$ cat config.mk
export PLATFORM = sky130hd
export DESIGN_NAME = axis_uart_rx_flat
export DESIGN_NICKNAME = d
export VERILOG_FILES = /design/src/rtl/axis_uart_rx_if.sv /design/src/rtl/axis_uart_rx.sv /design/src/flat_wrapper.sv
export SDC_FILE = /design/constraint.sdc
export NUM_CORES = 1
export LEC_CHECK = 0
export ABC_CLOCK_PERIOD_IN_PS = 3840
export CAP_MARGIN = 20
export CORE_MARGIN = 2
export CORE_UTILIZATION = 28
export DETAILED_ROUTE_END_ITERATION = 6
export PLACE_DENSITY = 0.51
export SYNTH_ARGS = -nofsm -noshare
export SYNTH_HDL_FRONTEND = slang
export SYNTH_SLANG_ARGS = --single-unit
export TNS_END_PERCENT = 30
$ cat constraint.sdc
create_clock -name clk -period 3.84 [get_ports clk]
set_input_delay 0.768 -clock clk [delete_from_list [all_inputs] [get_ports clk]]
set_output_delay 0.768 -clock clk [all_outputs]
set_load 0.01 [all_outputs]
$ cat src/rtl/axis_uart_rx_if.sv
// AXI-Stream byte channel carrying one received UART byte plus its error flags.
interface axis_uart_rx_if;
  logic [7:0] tdata;
  logic       tvalid;
  logic       tready;
  logic [1:0] tuser;

  modport master (output tdata, output tvalid, output tuser, input tready);
  modport slave  (input tdata, input tvalid, input tuser, output tready);
endinterface

$ cat src/rtl/axis_uart_rx.sv
// UART receiver: 16x oversampling with 3-sample majority vote, optional parity,
// stop-bit check, and a one-entry AXI-Stream output register with sticky status.
module axis_uart_rx #(
  parameter int unsigned CLK_FREQ   = 50000000,
  parameter int unsigned BAUD_RATE  = 115200,
  parameter int unsigned PARITY_EN  = 0,
  parameter int unsigned PARITY_ODD = 0
) (
  input  logic                  clk,
  input  logic                  rst,
  input  logic                  rx,
  axis_uart_rx_if.master        m_axis,
  output logic                  overrun,
  output logic                  err_sticky,
  input  logic                  err_clr,
  output logic                  busy
);

  localparam int unsigned DIV_Q = CLK_FREQ / (BAUD_RATE * 16);
  localparam int unsigned DIV   = (DIV_Q < 1) ? 1 : DIV_Q;
  localparam int unsigned CNT_W = (DIV > 1) ? $clog2(DIV) : 1;
  localparam bit          PAR_ODD = (PARITY_ODD != 0);
  localparam bit          PAR_EN  = (PARITY_EN != 0);

  typedef enum logic [2:0] {
    S_IDLE, S_START, S_DATA, S_PARITY, S_STOP, S_BRK_WAIT
  } state_t;

  state_t           state;
  logic             rx_m, rx_s;
  logic [CNT_W-1:0] div_cnt;
  logic [3:0]       tick_idx;
  logic [2:0]       bit_idx;
  logic [7:0]       shreg;
  logic             s7, s8;
  logic             par_err;

  logic tick_c, maj_c, decide_c, adv_c;

  // Two-flop synchronizer; line idles high so reset to 1.
  always_ff @(posedge clk or posedge rst) begin
    if (rst) begin
      rx_m <= 1'b1;
      rx_s <= 1'b1;
    end else begin
      rx_m <= rx;
      rx_s <= rx_m;
    end
  end

  always_comb begin
    tick_c   = (div_cnt == CNT_W'(DIV - 1));
    maj_c    = (s7 & s8) | (s7 & rx_s) | (s8 & rx_s);
    decide_c = tick_c && (tick_idx == 4'd9);
    adv_c    = tick_c && (tick_idx == 4'd15);
  end

  always_ff @(posedge clk or posedge rst) begin
    if (rst) begin
      state         <= S_IDLE;
      div_cnt       <= '0;
      tick_idx      <= '0;
      bit_idx       <= '0;
      shreg         <= '0;
      s7            <= 1'b0;
      s8            <= 1'b0;
      par_err       <= 1'b0;
      busy          <= 1'b0;
      m_axis.tdata  <= '0;
      m_axis.tvalid <= 1'b0;
      m_axis.tuser  <= '0;
      overrun       <= 1'b0;
      err_sticky    <= 1'b0;
    end else begin
      // Free-running divider, re-phased on the start edge.
      if ((state == S_IDLE && !rx_s) || tick_c) div_cnt <= '0;
      else                                      div_cnt <= div_cnt + CNT_W'(1);

      if (tick_c) begin
        tick_idx <= tick_idx + 4'd1;
        if (tick_idx == 4'd7) s7 <= rx_s;
        if (tick_idx == 4'd8) s8 <= rx_s;
      end

      if (m_axis.tvalid && m_axis.tready) m_axis.tvalid <= 1'b0;

      case (state)
        S_IDLE: begin
          if (!rx_s) begin
            state    <= S_START;
            tick_idx <= '0;
            par_err  <= 1'b0;
            busy     <= 1'b1;
          end
        end
        S_START: begin
          if (decide_c && maj_c) begin
            state <= S_IDLE;
            busy  <= 1'b0;
          end else if (adv_c) begin
            state   <= S_DATA;
            bit_idx <= '0;
          end
        end
        S_DATA: begin
          if (decide_c) shreg <= {maj_c, shreg[7:1]};
          if (adv_c) begin
            if (bit_idx == 3'd7) state <= PAR_EN ? S_PARITY : S_STOP;
            else                 bit_idx <= bit_idx + 3'd1;
          end
        end
        S_PARITY: begin
          if (decide_c) par_err <= (((^shreg) ^ maj_c) != PAR_ODD);
          if (adv_c)    state   <= S_STOP;
        end
        S_STOP: begin
          // Deliver at the stop decision; leave early so the next start edge is caught.
          if (decide_c) begin
            if (!m_axis.tvalid || m_axis.tready) begin
              m_axis.tdata  <= shreg;
              m_axis.tuser  <= {par_err, ~maj_c};
              m_axis.tvalid <= 1'b1;
            end else begin
              overrun <= 1'b1;
            end
            if (par_err || !maj_c) err_sticky <= 1'b1;
            if (maj_c) begin
              state <= S_IDLE;
              busy  <= 1'b0;
            end else begin
              state <= S_BRK_WAIT;
            end
          end
        end
        S_BRK_WAIT: begin
          if (rx_s) begin
            state <= S_IDLE;
            busy  <= 1'b0;
          end
        end
        default: begin
          state <= S_IDLE;
          busy  <= 1'b0;
        end
      endcase

      // Clear beats any same-cycle set.
      if (err_clr) begin
        overrun    <= 1'b0;
        err_sticky <= 1'b0;
      end
    end
  end

endmodule

$ cat src/flat_wrapper.sv
// flat-port wrapper written by rule: the top's interface ports become plain ports
module axis_uart_rx_flat 
#(
  parameter int unsigned CLK_FREQ   = 50000000,
  parameter int unsigned BAUD_RATE  = 115200,
  parameter int unsigned PARITY_EN  = 0,
  parameter int unsigned PARITY_ODD = 0
)
  (clk, rst, rx, overrun, err_sticky, err_clr, busy, m_axis_tdata, m_axis_tvalid, m_axis_tuser, m_axis_tready);
  axis_uart_rx_if m_axis_i ();
  input  logic clk;
  input  logic rst;
  input  logic rx;
  output logic overrun;
  output logic err_sticky;
  input  logic err_clr;
  output logic busy;
  output wire logic [$bits(m_axis_i.tdata)-1:0] m_axis_tdata;
  output wire logic [$bits(m_axis_i.tvalid)-1:0] m_axis_tvalid;
  output wire logic [$bits(m_axis_i.tuser)-1:0] m_axis_tuser;
  input wire logic [$bits(m_axis_i.tready)-1:0] m_axis_tready;
  assign m_axis_tdata = m_axis_i.tdata;
  assign m_axis_tvalid = m_axis_i.tvalid;
  assign m_axis_tuser = m_axis_i.tuser;
  assign m_axis_i.tready = m_axis_tready;
  axis_uart_rx #(.CLK_FREQ(CLK_FREQ), .BAUD_RATE(BAUD_RATE), .PARITY_EN(PARITY_EN), .PARITY_ODD(PARITY_ODD)) u_core (.clk(clk), .rst(rst), .rx(rx), .m_axis(m_axis_i), .overrun(overrun), .err_sticky(err_sticky), .err_clr(err_clr), .busy(busy));
endmodule
After elaboration in Yosys (flattened, before gate mapping)
Index checks and enable logic that the tools add are counted.

word-level totals
  flip-flop bits (word level) = 42
  input bits = 5
  output and inout bits = 14
  word-level logic and storage cells = 121

cells by class
  add/sub/neg operators = 3
  equal/unequal tests = 25
  mux-type cells = 40
  bitwise logic cells = 8
  reductions and logical operators = 29

operators by type and width
  kind                                                                    count
  3-bit 2-to-1 mux                                                        13
  1-bit 2-to-1 mux                                                        19
  2-bit by 1-bit != test with 1-bit output (second input constant)        9
  3-bit case mux with 6 select lines                                      1
  4-bit equality test (second input constant)                             3
  4-bit 2-to-1 mux                                                        3
  3-bit AND reduction                                                     4
  2-bit nonzero test                                                      5
  3-bit equality test (second input constant)                             3
  2-bit != test (second input constant)                                   4
  8-bit XOR reduction                                                     1
  7-bit AND reduction                                                     1
  3-bit by 2-bit equality test with 1-bit output (second input constant)  2
  3-bit case mux with 2 select lines                                      1
  2-bit AND reduction                                                     3
  6-bit AND reduction                                                     1
  5-bit by 1-bit adder with 5-bit output (second input constant)          1
  5-bit equality test (second input constant)                             1
  1-bit logical AND                                                       5
  5-bit 2-to-1 mux                                                        1
  1-bit case mux with 5 select lines                                      1
  5-bit AND reduction                                                     1
  4-bit by 1-bit adder with 4-bit output (second input constant)          1
  4-bit by 3-bit equality test with 1-bit output (second input constant)  1
  12 further kinds                                                        20

Longest topological paths before layout
Gate-level depths: netlist of run 1.

  depth after elaboration = 9
  mapped depth = 8
  depth with buffers taken out = 6

Least setup slack after synthesis of run 1
No wires, ideal clock.

  path type = reg-to-reg
  start = reg u_core.div_cnt[0]
  end = reg u_core.m_axis.tdata[0]
  library setup time = 0.125 ns
  arrival time = 1.542 ns
  required time = 3.715 ns
  slack = 2.173 ns
  stages on the path, launching flop included = 8
  path through = dfrtp_1 > inv_1 > ha_1 > and4b_1 > buf_4 > and4_4 > buf_6 > mux2_4

on the way
  longest elaborated chain between the ends = 3

ends and longest elaborated chain
  element                               line                  source
  start: declaration                    axis_uart_rx.sv:31    logic [CNT_W-1:0] div_cnt;
  start signal: assignment              axis_uart_rx.sv:77    else div_cnt <= div_cnt + CNT_W'(1);
  5-bit equality test                   axis_uart_rx.sv:52    tick_c = (div_cnt == CNT_W'(DIV - 1));
  1-bit logical AND                     axis_uart_rx.sv:54    decide_c = tick_c && (tick_idx == 4'd9);
  3-bit AND reduction (no source line)  n/a
  end signal: assignment                axis_uart_rx.sv:120   m_axis.tdata <= shreg;
  end: declaration                      axis_uart_rx_if.sv:8  modport master (output tdata, output tvalid, output tuser, input tready);

No other way between the ends.
A chain may end at the register's enable or synchronous reset.

Worst setup path after layout of run 1
  start = reg u_core.div_cnt[0]
  end = reg u_core.m_axis.tuser[1]

on the way
  longest elaborated chain between the ends = 3

ends and longest elaborated chain
  element                               line                  source
  5-bit equality test                   axis_uart_rx.sv:52
  1-bit logical AND                     axis_uart_rx.sv:54
  3-bit AND reduction (no source line)  n/a
  end signal: assignment                axis_uart_rx.sv:121   m_axis.tuser <= {par_err, ~maj_c};
  end: declaration                      axis_uart_rx_if.sv:8

No other way between the ends.

==> summary.txt, run 1 <==
Setup path
  • Worst Path Required: 4.03 ns
  • CP max FO: 17
  • Crit Path Class: register to register
  • Worst R2R Setup Slack: 1.71 ns
  • CP arrival: 2.32 ns
  • Critical Path Start Type: register
  • Nature of the critical path endpoint: register

Floorplan
  • Die H: 90.1 um
  • Rows: 31
  • Core ar.: 7210 um^2
  • Die Wd: 90.1 um
  • Top Ports: 19
  • Die area: 8120 um^2
  • Initial cell density of the core: 0.288

Timing
  • RSZ-0062 raised after global routing: no
  • Fmax: 470 MHz
  • Crit share post-route: 0.554
  • Tightest Pin Transition: 0.598 ns
  • Final worst setup slack: 1.71 ns
  • WHS: 0.361 ns
  • Final Hold Violating Endpoints: 0
  • Fin Clk Skew: 0.00839 ns
  • Relative slew slack: 0.601
  • Clock period minus worst slack: 2.13 ns
  • Final setup TNS: 0 ns
  • Slew Limit Fails: 0
  • Endpoints failing setup: 0

Route
  • Post-DRT Antenna Nets: 0
  • Drt pass-1 iters: 4
  • Routed via count: 1291
  • DRC Markers: 0
  • Routed wire length: 3.70 mm
  • Vias per cell: 4.44
  • Detailed Route Iter0 Violations: 92
  • Avg WL per Cell: 12.7 um

Cells and area
  • Design area: 2430 um^2
  • Ant. Diodes: 0
  • FF/Latch Area: 1050 um^2
  • Area Overhead vs Synth: 17.1%
  • Final Util: 0.337
  • Filler cell count: 766
  • Ratio of cells with drive above 1 in the final layout: 0.208
  • Multi-input gate area: 945 um^2
  • NumNets Final: 203

Placed design
  • Setup WS pre-CTS: 1.64 ns
  • DP Wirelength: 2.48 mm
  • Placer Congestion: 0.717
  • Buffers on Ports: 18
  • Dpl cell area: 2330 um^2

GRT
  • Vias in the first global route: 1298
  • Largest net degree at the start of global routing: 43
  • Aggregate global routing overflow: 0
  • Initial antenna violation count: 0
  • GRT Util Overall: 0.100
  • Global-route wire length before repair: 6.53 mm

Synth
  • Synthesized area: 2080 um^2
  • Mapped Cells: 171
  • Synth async-reset ratio: 1.00
  • Post-synth EDFFs: 0
  • Distinct cells, synth: 47
  • Synth Net Count: 183
  • Seq cells post-synth: 42
  • Post-synthesis sequential area ratio: 0.508
  • Yosys Warn Count: 0
  • Ys flop type: dfrtp_1
  • Avg Cell Area, Syn: 12.1 um^2

Min path
  • Worst Hold Class: register to register

CTS
  • Resize count post-CTS: 0
  • Clock transition at path regs: 0.09 ns
  • Post-CTS setup buffers: 0
  • Sink Count: 42
  • Worst-skew pair later-pin latency: 0.30 ns
  • CTS Hold Bufs: 0
  • CTS tree: yes
  • Clk root buf: clkbuf_8
  • CTS H-tree lvls: 2
  • Clock Tree Buf Depth: 2
  • CTS Buf Count: 5

Power
  • Leak: 0.00109 uW
  • Pwr dens: 310 nW/um^2
  • Peak VDD IR: 0.128 mV

Status
  • Outcome: finished, final reports clean

Flow run
  • Max_cap viols: 0
power by group:
group,leakage [uW],internal (uW),switching (uW),total [uW]
clock,0.0000447,131,163,295
sequential,0.000550,444,1.49,445
combinational,0.000491,4.57,9.19,13.8
cells by family after synthesis:
group	after synthesis	synth area share
fa+ha+maj	8	0.0476
buf+inv	13	0.0374
flops	42	0.508
mux	21	0.128
simple gates	54	0.152
xor+xnor	13	0.0615
compound gates	20	0.0663
worst max-delay path, stage by stage (launching register included):
cell and delay (ns):
dfrtp_1 0.41, inv_1 0.07, ha_1 0.13, and4b_1 0.59, and4_4 0.47, mux2_2 0.36
layer usage:
metal | global-route usage | wire length [um] | up-vias
li1 | - | - | 642
met1 | 0.139 | 1900 | 623
met2 | 0.144 | 1600 | 20
met3 | 0.0302 | 129 | 6
met4 | 0.0423 | 69 | 0
met5 | 0 | 0 | -
stage by stage:
stage | total power (uW) | cells
final | 754 | 291
after global routing | 797 | 291
after CTS | 770 | 290
after detailed placement | 469 | 282
after global placement | 469 | 282
after floorplan | 460 | 171
layout by cell type, fill, tap and decap left out, drive strengths merged, types with 2 or more instances in the layout:
cell type,count
dfrtp,40
mux2,20
clkdlybuf4s50,18
nor2,16
xnor2,8
ha,7
inv,7
nand2,6
clkbuf,6
nand2b,5
nand3,5
a21oi,5
xor2,4
or2,3
nand4,3
nor3,3
nor3b,3
a31oi,2
o21ai,2
a22o,2
o211ai,2
dfstp,2
and4,2
cells in the mapped netlist, drive strengths merged (2+ instances only):
cell / count / area (um^2)
dfrtp: 40 / 1000
mux2: 20 / 255
nor2: 16 / 67.6
xnor2: 8 / 70.1
buf: 7 / 55.1
ha: 7 / 87.6
inv: 6 / 22.5
nand2: 6 / 22.5
a21oi: 5 / 25.0
nand2b: 5 / 31.3
nand3: 5 / 25.0
xor2: 4 / 35.0
nand4: 3 / 18.8
nor3: 3 / 20.0
nor3b: 3 / 27.5
or2: 3 / 18.8
a22o: 2 / 17.5
a31oi: 2 / 12.5
and4: 2 / 20.0
dfstp: 2 / 52.6
o211ai: 2 / 15.0
o21ai: 2 / 10.0
path summary, 6_finish.rpt:
kind | start | end | depth (start not counted)
max in group asynchronous | rst | u_core.rx_s$_DFF_PP1_ | 3
min in group asynchronous | rst | u_core.m_axis.tvalid$_DFF_PP0_ | 3
hold reg to reg | u_core.rx_m$_DFF_PP1_ | u_core.rx_s$_DFF_PP1_ | 0
setup / recovery | u_core.div_cnt[0]$_DFF_PP0_ | u_core.m_axis.tuser[1]$_DFFE_PP0P_ | 5
hold / removal | u_core.rx_m$_DFF_PP1_ | u_core.rx_s$_DFF_PP1_ | 0
setup reg to reg | u_core.div_cnt[0]$_DFF_PP0_ | u_core.m_axis.tuser[1]$_DFFE_PP0P_ | 5
area by class of cell:
class,count,area share
clock inverter,3,0.0103
clock buffer,5,0.0283
tap,99,0.0510
multi-input combinational,116,0.389
sequential,42,0.433
timing repair buffer,20,0.0793
inverter,6,0.00926
sequential cells by signal, indices dropped and copies added, names as in the netlist:
signal,flops
u_core.m_axis.tdata,8
u_core.s8,1
u_core.m_axis.tvalid,1
u_core.m_axis.tuser,2
u_core.tick_idx,4
u_core.div_cnt,5
u_core.par_err,1
u_core.bit_idx,3
u_core.rx_s,1
u_core.state,3
u_core.rx_m,1
u_core.overrun,1
u_core.err_sticky,1
u_core.busy,1
u_core.shreg,8
u_core.s7,1
No activity file was read; power rests on OpenSTA's default activity.
==> run 2, diff against run 1 <==
--- a/config.mk
+++ b/config.mk
@@ -5,12 +5,12 @@
 export SDC_FILE = /design/constraint.sdc
 export NUM_CORES = 1
 export LEC_CHECK = 0
-export ABC_CLOCK_PERIOD_IN_PS = 3840
+export ABC_CLOCK_PERIOD_IN_PS = 1850
 export CAP_MARGIN = 20
 export CORE_MARGIN = 2
 export CORE_UTILIZATION = 28
 export DETAILED_ROUTE_END_ITERATION = 6
-export PLACE_DENSITY = 0.51
+export PLACE_DENSITY = 0.52
 export SYNTH_ARGS = -nofsm -noshare
 export SYNTH_HDL_FRONTEND = slang
 export SYNTH_SLANG_ARGS = --single-unit
==> constraint.sdc (replaced) <==
create_clock -name clk -period 1.85 [get_ports clk]
set_input_delay 0.37 -clock clk [delete_from_list [all_inputs] [get_ports clk]]
set_output_delay 0.37 -clock clk [all_outputs]
set_load 0.01 [all_outputs]
==> summary.txt, run 2 (synthesis gave the netlist of run 1 again) <==
Status
  • Outcome: finished, final reports clean

Setup path
  • CP arrival: 1.97 ns
  • RR Endpoint: u_core.shreg[7]$_DFFE_PP0P_
  • Worst R2R Setup Slack: 0.08 ns
  • Nature of the critical path endpoint: register
  • Worst Path Required: 2.04 ns
  • Crit Path Class: register to register
  • Reg2Reg Depth: 6
  • Crit Reg-Reg Startpoint: u_core.tick_idx[1]$_DFF_PP0_
  • CP max FO: 8
  • Crit path launch: u_core.tick_idx[1]$_DFF_PP0_
  • Critical Path Start Type: register

Cells and area
  • Most frequent cells in the layout: dfrtp_1, clkdlybuf4s50_1, nor2_1, buf_4, mux2_2
  • Area Overhead vs Synth: 23.7%
  • Ratio of cells with drive above 1 in the final layout: 0.280
  • FF/Latch Area: 1050 um^2
  • Top Registers: u_core.m_axis.tdata (8), u_core.shreg (8), u_core.div_cnt (5)
  • Non-filler instance count after layout: 306
  • Ant. Diodes: 0
  • Design area: 2570 um^2
  • Filler cell count: 771
  • NumNets Final: 218
  • Multi-input gate area: 962 um^2
  • Commonest non-fill, non-tap cell in the layout: dfrtp_1

Timing
  • Crit share post-route: 0.959
  • Fin Clk Skew: 0.0119 ns
  • Slew Limit Fails: 0
  • Final worst setup slack: 0.0765 ns
  • Endpoints failing setup: 0
  • Relative slew slack: 0.750
  • Clock period minus worst slack: 1.77 ns
  • RSZ-0062 raised after global routing: yes
  • Fmax: 564 MHz
  • Tightest Pin Transition: 0.370 ns
  • Final setup TNS: 0 ns
  • Final Hold Violating Endpoints: 0

CTS
  • Post-CTS setup buffers: 0
  • Clock transition at path regs: 0.09 ns
  • CTS tree: yes
  • Clk root buf: clkbuf_8
  • Clock Tree Buf Depth: 2
  • Sink Count: 42
  • CTS Buf Count: 5
  • CTS H-tree lvls: 2
  • CTS Hold Bufs: 0
  • Worst-skew pair later-pin latency: 0.30 ns

GRT
  • Vias in the first global route: 1299
  • GRT Util Overall: 0.0996
  • Initial antenna violation count: 0
  • Aggregate global routing overflow: 0
  • Global-route track usage on met2: 0.145
  • Grt peak-use layer: met2
  • Global-route wire length before repair: 6.47 mm
  • Met1 Track Usage GR: 0.140
  • Largest net degree at the start of global routing: 43
  • GR Util met3: 0.0277

Floorplan
  • Die H: 90.1 um
  • Core ar.: 7210 um^2
  • Rows: 31
  • Initial cell density of the core: 0.288
  • Die Wd: 90.1 um
  • Die area: 8120 um^2
  • Top Ports: 19

Route
  • Detailed Route Iter0 Violations: 63
  • Vias per cell: 4.48
  • Post-DRT Antenna Nets: 0
  • Routed wire length: 3.88 mm
  • Routed via count: 1370
  • Avg WL per Cell: 12.7 um
  • Drt pass-1 iters: 4
  • DRC Markers: 0

Placed design
  • DP Wirelength: 2.69 mm
  • Dpl cell area: 2460 um^2
  • DP Cell Count: 297
  • Setup WS pre-CTS: -0.00230 ns
  • Buffers on Ports: 18
  • Placer Congestion: 0.748

Power
  • Peak VDD IR: 0.282 mV
  • Leak: 0.00116 uW
  • Pwr dens: 610 nW/um^2

Min path
  • Worst Hold Class: register to register
  • Hold EP: u_core.rx_s$_DFF_PP1_
  • Worst Hold Depth: 0
  • Hold path start: u_core.rx_m$_DFF_PP1_

Flow run
  • Max_cap viols: 0
==> run 2: timing repair <==
item | 4_1_cts | 5_1_grt
gates cloned | 0 | 1
pin swaps | 0 | 3
setup endpoints to repair | 1 | 23
resized for setup | 1 | 3
==> run 2: worst max path at each step <==
stage | end | slack (ns)
global route | u_core.state[1]$_DFFE_PP0P_ | -0.007
global placement | u_core.m_axis.tuser[1]$_DFFE_PP0P_ | 0.03
detailed placement | u_core.bit_idx[0]$_DFFE_PP0P_ | -0.002
CTS | u_core.shreg[7]$_DFFE_PP0P_ | 0.02
finish | u_core.shreg[7]$_DFFE_PP0P_ | 0.08
floorplan | u_core.m_axis.tdata[0]$_DFFE_PP0P_ | 0.18
==> run 2: final cells by class <==
type                            count  area share
Inverter                            6     0.00877
Tap cell                           99      0.0482
Timing Repair Buffer               34       0.122
Clock inverter                      3     0.00974
Multi-Input combinational cell    117       0.375
Sequential cell                    42       0.410
Clock buffer                        5      0.0268
==> run 2: per-layer routing <==
layer	wire length, um	vias up
li1	-	676
met1	1910	666
met2	1770	23
met3	127	5
met4	66	0
met5	0	-
==> run 2: power by group <==
group	leakage, uW	total (uW)	internal (uW)	switching (uW)
combinational	0.000569	35.0	13.9	21.1
sequential	0.000550	922	921	0.889
clock	0.0000447	609	272	337
total	0.00116	1570	1210	359
==> run 2: worst max-delay path, stage by stage (launching register included) <==
cell     delay [ns]
dfrtp_1        0.40
inv_1          0.10
ha_1           0.17
and3b_2        0.26
nand2_1        0.11
nor2_4         0.25
mux2_2         0.36
==> run 2: per-stage QoR <==
step,util,total power (uW),hold slack (ns)
after floorplan,-,956,0.345
after global placement,0.341,977,0.347
after detailed placement,0.341,978,0.347
after CTS,0.354,1600,0.360
after global routing,0.356,1640,0.372
final,0.356,1570,0.358
==> run 3, diff against run 2 <==
--- a/config.mk
+++ b/config.mk
@@ -5,6 +5,7 @@
 export SDC_FILE = /design/constraint.sdc
 export NUM_CORES = 1
 export LEC_CHECK = 0
+export ABC_AREA = 1
 export ABC_CLOCK_PERIOD_IN_PS = 1850
 export CAP_MARGIN = 20
 export CORE_MARGIN = 2
==> summary.txt, run 3 <==
Status
  • Outcome: finished, final reports clean

Route
  • Vias per cell: 4.24
  • DRC Markers: 0
  • Detailed Route Iter0 Violations: 73
  • Routed wire length: 4.02 mm
  • Post-DRT Antenna Nets: 0
  • Drt pass-1 iters: 4
  • Avg WL per Cell: 9.93 um
  • Routed via count: 1717

Synth
  • Avg Cell Area, Syn: 7.98 um^2
  • Yosys Warn Count: 0
  • Mapped Cells: 278
  • Most common cell in the netlist: nand2_1
  • Cell taking the most area after synthesis: dfrtp_1
  • Post-synthesis sequential area ratio: 0.475
  • Post-synth top cells: nand2_1, dfrtp_1, inv_1
  • Post-synth EDFFs: 0
  • Synth async-reset ratio: 1.00
  • Seq cells post-synth: 42
  • Distinct cells, synth: 25
  • Synthesized area: 2220 um^2
  • Top cell type's share of synthesized area: 0.451
  • Synth Net Count: 290
  • Ys flop type: dfrtp_1
  • Synth top area cells: dfrtp_1, nand2_1, inv_1, nor2_1, ha_1

Timing
  • Relative slew slack: 0.807
  • Fin Clk Skew: 0.00974 ns
  • Final Hold Violating Endpoints: 0
  • Clock period minus worst slack: 1.64 ns
  • Final worst setup slack: 0.215 ns
  • Tightest Pin Transition: 0.289 ns
  • Endpoints failing setup: 0
  • RSZ-0062 raised after global routing: no
  • Slew Limit Fails: 0
  • Crit share post-route: 0.884
  • Fmax: 612 MHz
  • Final setup TNS: 0 ns

Power
  • PnR Total Power: 1580 uW
  • Peak VDD IR: 0.280 mV
  • Sequential share of power: 0.584
  • Sw Share: 0.220
  • Pwr dens: 604 nW/um^2
  • Clk pwr share: 0.395
  • Combinational share of power: 0.021
  • Leak: 0.00128 uW
  • Internal power: 1230 uW
  • Switch Pwr: 348 uW

Floorplan
  • Initial cell density of the core: 0.288
  • Die H: 93.0 um
  • Die area: 8650 um^2
  • Rows: 32
  • Core ar.: 7690 um^2
  • Top Ports: 19
  • Die Wd: 93.0 um

CTS
  • Clock transition at path regs: 0.08 ns
  • CTS Buf Count: 5
  • Post-CTS setup buffers: 0
  • Resize count post-CTS: 0
  • Clk root buf: clkbuf_8
  • CTS H-tree lvls: 2
  • CTS Hold Bufs: 0
  • Clock Tree Buf Depth: 2
  • Sink Count: 42
  • CTS tree: yes
  • Worst-skew pair later-pin latency: 0.30 ns

Cells and area
  • Filler cell count: 837
  • Commonest non-fill, non-tap cell in the layout: nand2_1
  • Ratio of cells with drive above 1 in the final layout: 0.119
  • Top Registers: u_core.m_axis.tdata (8), u_core.shreg (8), u_core.div_cnt (5)
  • Most frequent cells in the layout: nand2_1, dfrtp_1, inv_1
  • Ant. Diodes: 0
  • NumNets Final: 314
  • Design area: 2620 um^2
  • Area Overhead vs Synth: 18.1%

Placed design
  • Placer Congestion: 0.834
  • Dpl cell area: 2520 um^2
  • Setup WS pre-CTS: 0.202 ns
  • Buffers on Ports: 18
  • DP Wirelength: 2.97 mm

GRT
  • Vias in the first global route: 1699
  • Initial antenna violation count: 0
  • GRT Util Overall: 0.108
  • Largest net degree at the start of global routing: 43
  • Aggregate global routing overflow: 0
  • Global-route wire length before repair: 7.60 mm

Setup path
  • Crit Path Class: register to register
  • Critical Path Start Type: register
  • Nature of the critical path endpoint: register
  • CP arrival: 1.82 ns
  • CP max FO: 19
  • Worst Path Required: 2.04 ns
  • Reg2Reg Depth: 9

Flow run
  • Max_cap viols: 0

Min path
  • Worst Hold Depth: 0
  • Worst Hold Class: register to register
[run 3: worst max-delay path: stages (launching register included)]
cell and delay [ns]:
dfrtp_1 0.41, inv_1 0.07, ha_1 0.13, nand2_1 0.08
nor2_4 0.22, nand2_4 0.11, nor2_4 0.15, nand2_4 0.18
nand2_1 0.12, o21ai_2 0.06
[run 3: final cells by class]
type | instances | area [um^2] | area share
multi-input cells | 190 | 976 | 0.373
clock inverters | 2 | 12.5 | 0.00478
clock buffers | 6 | 82.6 | 0.0315
well taps | 102 | 128 | 0.0488
inverters | 44 | 165 | 0.0631
repair buffers | 19 | 200 | 0.0765
flip-flops and latches | 42 | 1050 | 0.402
[run 3: per-layer routing]
metal / GRT usage / vias up / share of wire
li1: - / 905 / -
met1: 0.140 / 788 / 0.50
met2: 0.178 / 17 / 0.45
met3: 0.0274 / 7 / 0.029
met4: 0.0343 / 0 / 0.014
met5: 0 / - / 0
[run 3: power by group through the flow]
| stage | Clock, uW | Sequential (uW) | Combinational, uW |
|---|---|---|---|
| floorplan | 0 | 941 | 15.4 |
| CTS | 656 | 923 | 36.4 |
| detailed placement | 0 | 941 | 36.4 |
| global route | 692 | 924 | 40.2 |
| finish | 624 | 923 | 33.7 |
| global placement | 0 | 941 | 36.1 |
[run 3: worst paths after layout]
check	end	slack (ns)	from
max in group asynchronous	u_core.rx_s$_DFF_PP1_	1.18	rst
worst max-delay path	u_core.m_axis.tdata[6]$_DFFE_PP0P_	0.21	u_core.div_cnt[0]$_DFF_PP0_
worst min-delay path	u_core.rx_s$_DFF_PP1_	0.36	u_core.rx_m$_DFF_PP1_
min in group asynchronous	u_core.m_axis.tdata[6]$_DFFE_PP0P_	0.41	rst
worst min register to register	u_core.rx_s$_DFF_PP1_	0.36	u_core.rx_m$_DFF_PP1_
worst max register to register	u_core.m_axis.tdata[6]$_DFFE_PP0P_	0.21	u_core.div_cnt[0]$_DFF_PP0_
[run 3: kinds of logic after synthesis]
logic type | Yosys count | share of synthesized area
flip-flops | 42 | 0.475
adder cells (fa/ha/maj) | 7 | 0.0395
AND/OR/NAND/NOR | 146 | 0.287
AO/OA/AOI/OAI | 32 | 0.0937
XOR/XNOR | 5 | 0.0198
buffers and inverters | 46 | 0.0847
[run 3: per-stage QoR]
stage,instances,hold slack (ns),util
after floorplan,278,0.345,-
after global placement,397,0.347,0.328
after detailed placement,397,0.348,0.328
after CTS,405,0.361,0.340
after global routing,405,0.367,0.340
final,405,0.359,0.340
